==> config.mk <==
export PLATFORM = sky130hd
export DESIGN_NAME = mem_port_arbiter
export DESIGN_NICKNAME = d
export VERILOG_FILES = /design/src/rtl/mem_port_arbiter.sv
export SDC_FILE = /design/constraint.sdc
export NUM_CORES = 1
export LEC_CHECK = 0
export ABC_AREA = 1
export BUFFER_PORTS_ARGS = -buffer_cell sky130_fd_sc_hd__clkbuf_2
export CAP_MARGIN = 0
export CELL_PAD_IN_SITES_DETAIL_PLACEMENT = 1
export CELL_PAD_IN_SITES_GLOBAL_PLACEMENT = 1
export CORE_MARGIN = 2
export CORE_UTILIZATION = 37
export DETAILED_ROUTE_END_ITERATION = 10
export PLACE_DENSITY_LB_ADDON = 0.1
export SLEW_MARGIN = 10
export SYNTH_ARGS = -nofsm -noshare
export SYNTH_HDL_FRONTEND = slang
export SYNTH_SLANG_ARGS = --single-unit
==> constraint.sdc <==
create_clock -name clock -period 3.3 [get_ports clock]
set_clock_uncertainty 0.1 [all_clocks]
set_input_delay 0.99 -clock clock [delete_from_list [all_inputs] [get_ports clock]]
set_output_delay 0.99 -clock clock [all_outputs]
set_load 0.01 [all_outputs]
==> src/rtl/mem_port_arbiter.sv <==
// Shares one external memory port between instruction fetch and data access; round-robin on ties.
// Latency: grant on the edge after a request, bus_valid the next cycle, ready pulse one cycle after bus_ack.
// Backpressure: requesters hold until their ready pulse; the slave stretches via bus_ack; mem_ready low while any request waits.
//
// Ports:
//   clock, reset            - rising-edge clock, asynchronous active-low reset
//   if_req/if_addr          - fetch request in; if_rdata/if_ready completion out
//   d_req/d_we/d_be/d_addr/d_wdata - data request in; d_rdata/d_ready completion out
//   flush                   - taken branch; cancels a waiting or in-flight fetch
//   mem_ready               - low while any request is outstanding (ID-stage stall)
//   bus_*                   - registered single-outstanding bus master, bus_ack/bus_rdata from slave
//   stall_cycles            - saturating count of cycles with mem_ready low
module mem_port_arbiter #(
    parameter int ADDR_W = 32,
    parameter int DATA_W = 32,
    parameter int CNT_W  = 32
) (
    input  logic                clock,
    input  logic                reset,
    input  logic                if_req,
    input  logic [ADDR_W-1:0]   if_addr,
    output logic [DATA_W-1:0]   if_rdata,
    output logic                if_ready,
    input  logic                d_req,
    input  logic                d_we,
    input  logic [DATA_W/8-1:0] d_be,
    input  logic [ADDR_W-1:0]   d_addr,
    input  logic [DATA_W-1:0]   d_wdata,
    output logic [DATA_W-1:0]   d_rdata,
    output logic                d_ready,
    input  logic                flush,
    output logic                mem_ready,
    output logic                bus_valid,
    output logic                bus_we,
    output logic [DATA_W/8-1:0] bus_be,
    output logic [ADDR_W-1:0]   bus_addr,
    output logic [DATA_W-1:0]   bus_wdata,
    input  logic [DATA_W-1:0]   bus_rdata,
    input  logic                bus_ack,
    output logic [CNT_W-1:0]    stall_cycles
);

    localparam int BE_W = DATA_W / 8;

    typedef enum logic [1:0] {
        IDLE    = 2'd0,
        BUSY_IF = 2'd1,
        BUSY_D  = 2'd2,
        DRAIN   = 2'd3
    } state_t;

    state_t              state_q,     state_d;
    logic                last_if_q,   last_if_d;
    logic                bus_valid_q, bus_valid_d;
    logic                bus_we_q,    bus_we_d;
    logic [BE_W-1:0]     bus_be_q,    bus_be_d;
    logic [ADDR_W-1:0]   bus_addr_q,  bus_addr_d;
    logic [DATA_W-1:0]   bus_wdata_q, bus_wdata_d;
    logic [DATA_W-1:0]   if_rdata_q,  if_rdata_d;
    logic                if_ready_q,  if_ready_d;
    logic [DATA_W-1:0]   d_rdata_q,   d_rdata_d;
    logic                d_ready_q,   d_ready_d;
    logic [CNT_W-1:0]    stall_q,     stall_d;

    logic if_elig;
    logic d_elig;
    logic grant_d;
    logic grant_if;

    // A requester whose ready pulse is showing has already been served this
    // cycle; its request line is stale until it reacts next cycle.
    assign if_elig  = if_req && !flush && !if_ready_q;
    assign d_elig   = d_req && !d_ready_q;
    // last_if_q = 1 means fetch won the previous grant, so data wins a tie.
    assign grant_d  = d_elig && (!if_elig || last_if_q);
    assign grant_if = if_elig && !grant_d;

    assign mem_ready = !((if_req && !if_ready_q) || (d_req && !d_ready_q));

    always_comb begin
        state_d     = state_q;
        last_if_d   = last_if_q;
        bus_valid_d = bus_valid_q;
        bus_we_d    = bus_we_q;
        bus_be_d    = bus_be_q;
        bus_addr_d  = bus_addr_q;
        bus_wdata_d = bus_wdata_q;
        if_rdata_d  = if_rdata_q;
        if_ready_d  = 1'b0;
        d_rdata_d   = d_rdata_q;
        d_ready_d   = 1'b0;

        case (state_q)
            IDLE: begin
                if (grant_d) begin
                    bus_valid_d = 1'b1;
                    bus_we_d    = d_we;
                    bus_be_d    = d_be;
                    bus_addr_d  = d_addr;
                    bus_wdata_d = d_wdata;
                    last_if_d   = 1'b0;
                    state_d     = BUSY_D;
                end else if (grant_if) begin
                    bus_valid_d = 1'b1;
                    bus_we_d    = 1'b0;
                    bus_be_d    = '1;
                    bus_addr_d  = if_addr;
                    last_if_d   = 1'b1;
                    state_d     = BUSY_IF;
                end
            end
            BUSY_D: begin
                if (bus_ack) begin
                    bus_valid_d = 1'b0;
                    d_ready_d   = 1'b1;
                    if (!bus_we_q) begin
                        d_rdata_d = bus_rdata;
                    end
                    state_d = IDLE;
                end
            end
            BUSY_IF: begin
                // A flush on the ack edge still discards the returned word.
                if (bus_ack) begin
                    bus_valid_d = 1'b0;
                    state_d     = IDLE;
                    if (!flush) begin
                        if_ready_d = 1'b1;
                        if_rdata_d = bus_rdata;
                    end
                end else if (flush) begin
                    state_d = DRAIN;
                end
            end
            DRAIN: begin
                // The slave cannot abort, so the cancelled fetch still runs to ack.
                if (bus_ack) begin
                    bus_valid_d = 1'b0;
                    state_d     = IDLE;
                end
            end
            default: state_d = IDLE;
        endcase
    end

    always_comb begin
        stall_d = stall_q;
        if (!mem_ready && (stall_q != {CNT_W{1'b1}})) begin
            stall_d = stall_q + {{(CNT_W-1){1'b0}}, 1'b1};
        end
    end

    always_ff @(posedge clock or negedge reset) begin
        if (!reset) begin
            state_q     <= IDLE;
            last_if_q   <= 1'b1;
            bus_valid_q <= 1'b0;
            bus_we_q    <= 1'b0;
            bus_be_q    <= '0;
            bus_addr_q  <= '0;
            bus_wdata_q <= '0;
            if_rdata_q  <= '0;
            if_ready_q  <= 1'b0;
            d_rdata_q   <= '0;
            d_ready_q   <= 1'b0;
            stall_q     <= '0;
        end else begin
            state_q     <= state_d;
            last_if_q   <= last_if_d;
            bus_valid_q <= bus_valid_d;
            bus_we_q    <= bus_we_d;
            bus_be_q    <= bus_be_d;
            bus_addr_q  <= bus_addr_d;
            bus_wdata_q <= bus_wdata_d;
            if_rdata_q  <= if_rdata_d;
            if_ready_q  <= if_ready_d;
            d_rdata_q   <= d_rdata_d;
            d_ready_q   <= d_ready_d;
            stall_q     <= stall_d;
        end
    end

    assign bus_valid    = bus_valid_q;
    assign bus_we       = bus_we_q;
    assign bus_be       = bus_be_q;
    assign bus_addr     = bus_addr_q;
    assign bus_wdata    = bus_wdata_q;
    assign if_rdata     = if_rdata_q;
    assign if_ready     = if_ready_q;
    assign d_rdata      = d_rdata_q;
    assign d_ready      = d_ready_q;
    assign stall_cycles = stall_q;

endmodule

==> results of run 1 <==
## synthesized netlist by cell type, types with 3 or more instances
cell and n:
a21oi_1 66, buf_2 10, buf_6 5, clkbuf_1 22, dfrtp_1 170, inv_1 71, inv_2 3, nand2_1 345
nand3_1 52, nand4_1 5, nor2_1 86, o21ai_0 70, o22a_1 4, xnor2_1 7, xor2_1 7
## where the power goes
group | switching (mW) | total (mW) | internal (mW) | leakage [nW]
Combinational | 1.92 | 3.08 | 1.17 | 3.08
Sequential | 0.518 | 3.47 | 2.95 | 2.12
Clock | 0.903 | 2.08 | 1.18 | 0.300
## cells by family after synthesis
logic type | Yosys count | synth area share
flops | 171 | 0.559
buf+inv | 114 | 0.0627
xor+xnor | 14 | 0.0160
simple gates | 500 | 0.265
fa+ha+maj | 1 | 0.00163
compound gates | 143 | 0.0959
## worst paths after layout
kind | end | slack [ns] | cells after the start
setup / recovery | mem_ready | 0.66 | 5
hold / removal | bus_addr[14] | 0.36 | 1
setup reg to reg | stall_cycles[12] | 1.21 | 10
hold reg to reg | bus_valid | 0.37 | 2
max in group asynchronous | stall_cycles[15] | 1.97 | 2
min in group clock | bus_valid | 0.37 | 2
## worst register-to-register path, cell delays in order, from the launching register on
cell and delay (ns):
dfrtp_1 0.41, ha_1 0.25, inv_1 0.09, nor2_4 0.18, nand2_4 0.11, nor2_8 0.18
nand2_4 0.10, nand2_8 0.20, inv_4 0.17, nand2_1 0.12, nand2_1 0.06
## per-stage QoR
stage               utilization  worst slack, ns
floorplan                     -            0.685
detailed placement        0.468            0.648
finish                    0.498            0.659
global placement          0.468            0.645
CTS                       0.498            0.647
global route              0.498            0.611
## final cells by class
cell class	instances	area, sq um	share of cell area
clock buffer	19	453	0.0448
inverter	75	284	0.0281
clock inverter	12	155	0.0154
sequential	171	4280	0.424
multi-input combinational	658	2910	0.288
timing repair buffer	321	1690	0.167
tap	270	338	0.0334
## sequential cells by signal (all words and copies together) (netlist names)
signal and cells:
if_rdata 32, bus_addr 32, bus_be 4, state_q 2, if_ready 1, last_if_q 1
stall_cycles 32, bus_wdata 32, d_ready 1, bus_valid 1, bus_we 1, d_rdata 32
## layer usage
| metal | track usage | up-vias | part of all wire | routed length, um |
|---|---|---|---|---|
| met4 | 0.0605 | 2 | 0.017 | 431 |
| met2 | 0.381 | 211 | 0.47 | 11800 |
| met1 | 0.288 | 3507 | 0.42 | 10500 |
| met3 | 0.0840 | 31 | 0.084 | 2080 |
| met5 | 0 | - | 0.00064 | 16 |
| li1 | - | 3570 | - | - |
==> results.sh, run 1 <==
export IMPL_synth_edf_count=0
export IMPL_grt_pass1_vias=7609
export IMPL_netlist_area_sq_mm=0.00766
export IMPL_r2r_start="stall_cycles[1]"
export IMPL_post_cts_buffers=0
export IMPL_initial_core_util=0.377
export IMPL_yosys_warnings=0
export IMPL_layout_commonest_cell="nand2_1"
export IMPL_dpl_instance_area_sq_mm=0.00950
export IMPL_path_class="input pin to output pin"
export IMPL_cts_root_buf="clkbuf_16"
export IMPL_hpwl_um=18400
export IMPL_drive_gt1_frac=0.294
export IMPL_grtUsageTotal=0.231
export IMPL_yosys_register_bits=171
export IMPL_clk_insertion_delay_late_ns=0.42
export IMPL_cts_sinks=171
export IMPL_gp_congestion=0.790
export IMPL_crit_arrival_ns=1.55
export IMPL_finalCritPeriodShare=0.800
export IMPL_design_area_sq_mm=0.0101
export IMPL_status="completed"
export IMPL_syn2layout_area_growth_pct=31.9
export IMPL_maxCapViolCount=0
export IMPL_crit_top_cell="clkbuf_2"
export IMPL_fmax_mhz=379
export IMPL_ioPinCount=308
export IMPL_fill_cells=2573
export IMPL_cts_buffers=17
export IMPL_crit_required_ns=2.21
export IMPL_postRouteAntennaNets=0
export IMPL_portBuffers=307
export IMPL_cp_cell_sequence="clkbuf_2 -> nand2_1 -> o21ai_2 -> inv_1 -> clkbuf_2"
export IMPL_antenna_cells=0
export IMPL_holdWs_ns=0.363
export IMPL_rows=52
export IMPL_p_per_area_mw_per_mm2=855
export IMPL_cp_top_family="buffers and inverters"
export IMPL_vias=7321
export IMPL_finalHoldViolations=0
export IMPL_die_y_um=148
export IMPL_synth_area_leader_cell="dfrtp_1"
export IMPL_tns_ns=0
export IMPL_die_w_um=148
export IMPL_setup_viol=0
export IMPL_cp_startpoint="d_req"
export IMPL_vdd_drop_max_v=0.000361
export IMPL_antenna_found_initial=1
export IMPL_dr_pass1_iters=5
export IMPL_rsz0062_at_grt="false"
export IMPL_crit_path_end_kind="output pin"
export IMPL_clk_pin_slew_ns=0.08
export IMPL_worstMarginPinSlew_ns=0.689
export IMPL_postSynthCellCount=943
export IMPL_synth_top_cell_area_share=0.555
export IMPL_dp_cells=1495
export IMPL_hp_class="input pin to async pin"
export IMPL_synth_cell_type_count=30
export IMPL_max_slew_margin=0.540
export IMPL_p_leak_nw=5.50
export IMPL_seq_area_frac_synth=0.559
export IMPL_final_cell_mix="nand2_1 (344), clkbuf_2 (306), dfrtp_1 (170), nor2_1 (86), inv_1 (71)"
export IMPL_path_max_fanout=4
export IMPL_yosys_most_used_dff="dfrtp_1"
export IMPL_critPathLaunchType="input pin"
export IMPL_netlist_top_cells_area="dfrtp_1 (56%), nand2_1 (17%), o21ai_0 (4.6%)"
export IMPL_ctsResizeCount=0
export IMPL_p_total_mw=8.64
export IMPL_num_nets_final=1384
export IMPL_period_minus_slack_ns=2.64
export IMPL_slew_viol_final=0
export IMPL_dieArea_sq_mm=0.0219
export IMPL_overflow=0
export IMPL_cts_hold_buf=0
export IMPL_crit_buf_inv=3
export IMPL_core_area_sq_mm=0.0203
export IMPL_grt_pass1_wl_um=40000
export IMPL_async_flop_share=1.00
export IMPL_final_cell_count_no_fill=1526
export IMPL_cpMaxStageDelayCell="clkbuf_2"
export IMPL_vias_per_cell=4.80
export IMPL_cp_slowest_stage_delay_ns=0.17
export IMPL_grt_max_degree=48
export IMPL_drc=0
export IMPL_htree_levels=4
export IMPL_synth_nets=1083
export IMPL_drt_wirelength_per_cell_um=16.3
export IMPL_wl_um=24800
export IMPL_cts_tree="yes"
export IMPL_drt_first_iter_violations=325
export IMPL_cts_buffer_depth=2
export IMPL_synth_avg_cell_area_sq_um=8.13
Note: power is estimated with default switching activity, not from simulation.
==> inputs of run 2 (changes only) <==
- ABC_AREA: 1 -> 0
- clock period: 3.3 -> 2.45 ns (I/O delays scaled with it)
==> results.sh, run 2 <==
export IMPL_initial_core_util=0.378
export IMPL_p_per_area_mw_per_mm2=1240
export IMPL_wl_met3_um=1700
export IMPL_synth_nets=668
export IMPL_clk_pin_slew_ns=0.07
export IMPL_antenna_found_initial=1
export IMPL_p_comb_frac=0.362
export IMPL_setup_viol=0
export IMPL_vdd_drop_max_v=0.000592
export IMPL_clkPwrFrac=0.238
export IMPL_drt_wirelength_per_cell_um=18.6
export IMPL_crit_arrival_ns=1.48
export IMPL_portBuffers=307
export IMPL_synth_edf_count=0
export IMPL_swShare=0.353
export IMPL_grtUsageTotal=0.209
export IMPL_final_cell_mix="clkbuf_2 (306), dfrtp_1 (170), mux2_2 (94), nand2_1 (46), o21ai_0 (36)"
export IMPL_postRouteAntennaNets=0
export IMPL_drive_gt1_frac=0.546
export IMPL_fin_ws_ns=0.130
export IMPL_met1_length_um=7750
export IMPL_crit_required_ns=1.62
export IMPL_die_y_um=142
export IMPL_critPathLaunchType="register"
export IMPL_vias=5471
export IMPL_synth_area_leader_cell="dfrtp_1"
export IMPL_regToRegSetupSlack_ns=0.18
export IMPL_yosys_register_bits=171
export IMPL_layout_commonest_cell="clkbuf_2"
export IMPL_hpwl_um=15600
export IMPL_synth_commonest_cells="dfrtp_1 (170), mux2_2 (94), nand2_1 (47), o21ai_0 (36), mux2i_1 (32)"
export IMPL_period_minus_slack_ns=2.32
export IMPL_synthMostInstantiatedCell="dfrtp_1"
export IMPL_cts_sinks=171
export IMPL_num_nets_final=990
export IMPL_wl_um=20400
export IMPL_yosys_warnings=0
export IMPL_grt_max_degree=68
export IMPL_drc=0
export IMPL_dr_pass1_iters=4
export IMPL_core_area_sq_mm=0.0187
export IMPL_dp_worst_setup_slack_ns=0.0590
export IMPL_cts_root_buf="clkbuf_16"
export IMPL_clk_insertion_delay_late_ns=0.42
export IMPL_cts_buffers=17
export IMPL_finalHoldViolations=0
export IMPL_htree_levels=4
export IMPL_path_max_fanout=6
export IMPL_holdWs_ns=0.0743
export IMPL_r2r_start="stall_cycles[1]"
export IMPL_max_slew_margin=0.582
export IMPL_p_total_mw=12.1
export IMPL_async_flop_share=1.00
export IMPL_p_sw_mw=4.26
export IMPL_overflow=0
export IMPL_seq_area_frac_synth=0.605
export IMPL_rows=50
export IMPL_gp_congestion=0.808
export IMPL_synth_cell_type_count=50
export IMPL_netlist_area_sq_mm=0.00707
export IMPL_yosys_most_used_dff="dfrtp_1"
export IMPL_ioPinCount=308
export IMPL_syn2layout_area_growth_pct=37.3
export IMPL_grt_pass1_wl_um=32700
export IMPL_netlist_top_cells_area="dfrtp_1 (60%), mux2_2 (15%), mux2i_1 (4.5%)"
export IMPL_hp_class="input pin to async pin"
export IMPL_cts_hold_buf=0
export IMPL_drt_first_iter_violations=144
export IMPL_finalCritPeriodShare=0.947
export IMPL_slew_viol_final=0
export IMPL_worstMarginPinSlew_ns=0.622
export IMPL_path_class="register to output pin"
export IMPL_rsz0062_at_grt="true"
export IMPL_die_w_um=142
export IMPL_r2r_end="stall_cycles[1]"
export IMPL_maxCapViolCount=0
export IMPL_post_cts_buffers=0
export IMPL_r2r_cells=6
export IMPL_p_seq_frac=0.400
export IMPL_synth_avg_cell_area_sq_um=13.4
export IMPL_grt_pass1_vias=6087
export IMPL_wl_met2_um=10400
export IMPL_status="completed"
export IMPL_cts_tree="yes"
export IMPL_dieArea_sq_mm=0.0202
export IMPL_top_layer="met4"
export IMPL_postSynthCellCount=528
export IMPL_fmax_mhz=431
export IMPL_crit_path_end_kind="output pin"
export IMPL_p_leak_nw=4.83
export IMPL_vias_per_cell=4.98
export IMPL_synth_top_cell_area_share=0.602
export IMPL_cts_buffer_depth=2
export IMPL_p_int_mw=7.80
run 2: worst max path at each step:
stage	startpoint	endpoint	slack [ns]	cells past startpoint
floorplan	d_req	mem_ready	0.12	4
global placement	d_req	mem_ready	0.1	4
detailed placement	d_req	mem_ready	0.06	4
CTS	d_ready	mem_ready	0.08	3
global route	stall_cycles[1]	stall_cycles[18]	-0.009	6
finish	d_ready	mem_ready	0.13	3
run 2: cell families (layout without fill, tap and decap cells):
| kind of cell | after synthesis | in the layout | synth area share |
|---|---|---|---|
| compound gates | 56 | 56 | 0.0497 |
| xor+xnor | 29 | 29 | 0.0359 |
| fa+ha+maj | 1 | 1 | 0.00177 |
| buf+inv | 26 | 361 | 0.0159 |
| flops | 171 | 171 | 0.605 |
| mux | 129 | 129 | 0.200 |
| other cells | 0 | 1 | 0 |
| simple gates | 116 | 116 | 0.0913 |
run 2: repair_timing:
item | in CTS | in global routing
endpoints found under the hold margin | 0 | 0
setup endpoints to repair | 1 | 1
resized for setup | 1 | 0
gates cloned | 0 | 0
run 2: area by class of cell:
type,instances,area [sq um]
fillers,2056,9000
flip-flops and latches,171,4280
multi-input cells,331,2710
repair buffers,326,1770
clock buffers,17,425
well taps,234,293
clock inverters,15,204
inverters,3,11.3
diodes,1,2.50
run 2: per-layer routing:
layer,vias up,track usage
met5,-,0
met4,0,0.0826
met3,33,0.0710
met2,216,0.370
met1,2691,0.232
li1,2531,-
run 2: stage by stage:
step           std cells  area [sq um]  utilization  setup TNS (ns)
5_1_grt             1098          9700        0.519        -0.00943
6_report            1098          9700        0.519               0
2_1_floorplan        528          7070            -               0
4_1_cts             1097          9700        0.519               0
3_3_place_gp        1065          9070        0.485               0
3_5_place_dp        1065          9070        0.485               0
run 2: worst max-delay path: stages (launching register included):
cell and delay [ns]:
dfrtp_1 0.40, nand2b_2 0.28, and2_1 0.24, clkbuf_2 0.15
run 2: power by group through the flow:
stage / logic, mW / registers (mW) / clock network, mW
4_1_cts: 4.47 / 4.84 / 2.95
3_3_place_gp: 4.29 / 4.79 / 0
5_1_grt: 4.78 / 5.02 / 3.07
3_5_place_dp: 4.45 / 4.87 / 0
2_1_floorplan: 1.77 / 5.32 / 0
6_report: 4.37 / 4.82 / 2.87
==> inputs of run 3 (changes only) <==
--- a/config.mk
+++ b/config.mk
@@ -7,5 +7,5 @@
 export LEC_CHECK = 0
 export ABC_AREA = 0
-export BUFFER_PORTS_ARGS = -buffer_cell sky130_fd_sc_hd__clkbuf_2
+export BUFFER_PORTS_ARGS = -buffer_cell sky130_fd_sc_hd__buf_2
 export CAP_MARGIN = 0
 export CELL_PAD_IN_SITES_DETAIL_PLACEMENT = 1
==> constraint.sdc (replaced) <==
create_clock -name clock -period 2.2 [get_ports clock]
set_clock_uncertainty 0.1 [all_clocks]
set_input_delay 0.22 -clock clock [delete_from_list [all_inputs] [get_ports clock]]
set_output_delay 0.22 -clock clock [all_outputs]
set_load 0.01 [all_outputs]
==> results.sh, run 3 (same netlist as run 2, synthesis figures left out) <==
export IMPL_path_class="register to register"
export IMPL_cts_buffers=17
export IMPL_p_seq_frac=0.392
export IMPL_slew_viol_final=0
export IMPL_post_cts_buffers=0
export IMPL_grt_pass1_vias=6562
export IMPL_swShare=0.355
export IMPL_clkPwrFrac=0.229
export IMPL_setup_viol=0
export IMPL_critPathLaunchType="register"
export IMPL_p_sw_mw=4.81
export IMPL_antenna_found_initial=0
export IMPL_drt_wirelength_per_cell_um=18.7
export IMPL_dp_cells=1063
export IMPL_portBuffers=307
export IMPL_crit_path_end_kind="register"
export IMPL_hp_class="input pin to register"
export IMPL_cts_tree="yes"
export IMPL_vias=5913
export IMPL_vias_per_cell=4.93
export IMPL_cts_sinks=171
export IMPL_htree_levels=4
export IMPL_final_cell_mix="buf_2 (306), dfrtp_1 (170), dlygate4sd3_1 (105), mux2_2 (94), nand2_1 (46)"
export IMPL_dr_pass1_iters=6
export IMPL_core_area_sq_mm=0.0187
export IMPL_grt_pass1_wl_um=35400
export IMPL_hpwl_um=15500
export IMPL_tns_ns=0
export IMPL_design_area_sq_mm=0.0107
export IMPL_drt_first_iter_violations=146
export IMPL_p_int_mw=8.73
export IMPL_status="completed"
export IMPL_crit_arrival_ns=2.31
export IMPL_dp_worst_setup_slack_ns=0.0904
export IMPL_rows=50
export IMPL_clk_insertion_delay_late_ns=0.43
export IMPL_p_per_area_mw_per_mm2=1260
export IMPL_grtUsageTotal=0.226
export IMPL_fin_ws_ns=0.103
export IMPL_drive_gt1_frac=0.489
export IMPL_cts_root_buf="clkbuf_16"
export IMPL_cts_buffer_depth=2
export IMPL_antenna_cells=0
export IMPL_wl_um=22500
export IMPL_maxCapViolCount=0
export IMPL_p_leak_nw=5.23
export IMPL_die_w_um=142
export IMPL_fmax_mhz=477
export IMPL_finalHoldViolations=0
export IMPL_dpl_instance_area_sq_mm=0.00905
export IMPL_num_nets_final=1093
export IMPL_p_comb_frac=0.379
export IMPL_syn2layout_area_growth_pct=51.6
export IMPL_worstMarginPinSlew_ns=0.505
export IMPL_layout_commonest_cell="buf_2"
export IMPL_postRouteAntennaNets=0
export IMPL_final_cell_count_no_fill=1200
export IMPL_drc=0
export IMPL_rsz0062_at_grt="false"
export IMPL_gp_congestion=0.828
export IMPL_dieArea_sq_mm=0.0202
export IMPL_finalCritPeriodShare=0.953
export IMPL_vdd_drop_max_v=0.000680
export IMPL_fin_util=0.573
export IMPL_crit_required_ns=2.41
export IMPL_max_slew_margin=0.663
export IMPL_overflow=0
export IMPL_period_minus_slack_ns=2.10
export IMPL_initial_core_util=0.378
export IMPL_die_y_um=142
export IMPL_grt_max_degree=68
export IMPL_clk_pin_slew_ns=0.07
export IMPL_path_max_fanout=6
export IMPL_ioPinCount=308
## run 3: what timing repair did
action / 4_1_cts / 5_1_grt
setup endpoints to repair: 0 / 8
resized for setup: 0 / 4
hold buffers: 105 / 0
hold endpoints to repair: 193 / 0
## run 3: layer usage
metal | track usage | routed length [um] | share of wire | vias to the layer above
li1 | - | - | - | 2724
met1 | 0.262 | 8840 | 0.39 | 2909
met2 | 0.391 | 11300 | 0.50 | 231
met3 | 0.0683 | 1620 | 0.072 | 49
met4 | 0.0916 | 709 | 0.032 | 0
met5 | 0 | 0 | 0 | -
## run 3: stage by stage
stage / power (mW) / hold slack (ns)
after floorplan: 7.90 / -0.176
after global placement: 10.1 / 0.0616
after detailed placement: 10.3 / 0.0669
after CTS: 13.7 / 0.000125
after global routing: 14.4 / 0.0218
final: 13.5 / 0.00971
## run 3: final timing paths
| check | slack [ns] | from | cells past startpoint | end |
|---|---|---|---|---|
| max | 0.10 | stall_cycles[28] | 5 | stall_cycles[9] |
| max in group asynchronous | 1.12 | reset | 3 | stall_cycles[25] |
| min in group asynchronous | 0.17 | reset | 2 | bus_wdata[21] |
| max reg2reg | 0.10 | stall_cycles[28] | 5 | stall_cycles[9] |
| min | 0.01 | if_addr[21] | 3 | bus_addr[21] |
| min reg2reg | 0.38 | bus_addr[15] | 2 | bus_addr[15] |
## run 3: cell type report
cell class / instances / area [sq um]
timing repair buffer: 429 / 2810
multi-input combinational: 331 / 2730
inverter: 3 / 11.3
clock inverter: 15 / 175
sequential: 171 / 4280
clock buffer: 17 / 425
fill: 1999 / 7990
tap: 234 / 293
## run 3: worst max-delay path, cell delays in order, from the launching register on
cell and delay (ns):
dfrtp_1 0.44, and4_1 0.31, nand4_4 0.18, or4_4 0.60
and3_1 0.21, xor2_1 0.14
## run 3: power by group through the flow
stage / Sequential (mW) / Clock (mW) / Combinational (mW)
after global routing: 5.51 / 3.31 / 5.56
after global placement: 5.24 / 0 / 4.86
after floorplan: 5.93 / 0 / 1.98
after CTS: 5.31 / 3.18 / 5.17
final: 5.31 / 3.10 / 5.13
after detailed placement: 5.33 / 0 / 5.01
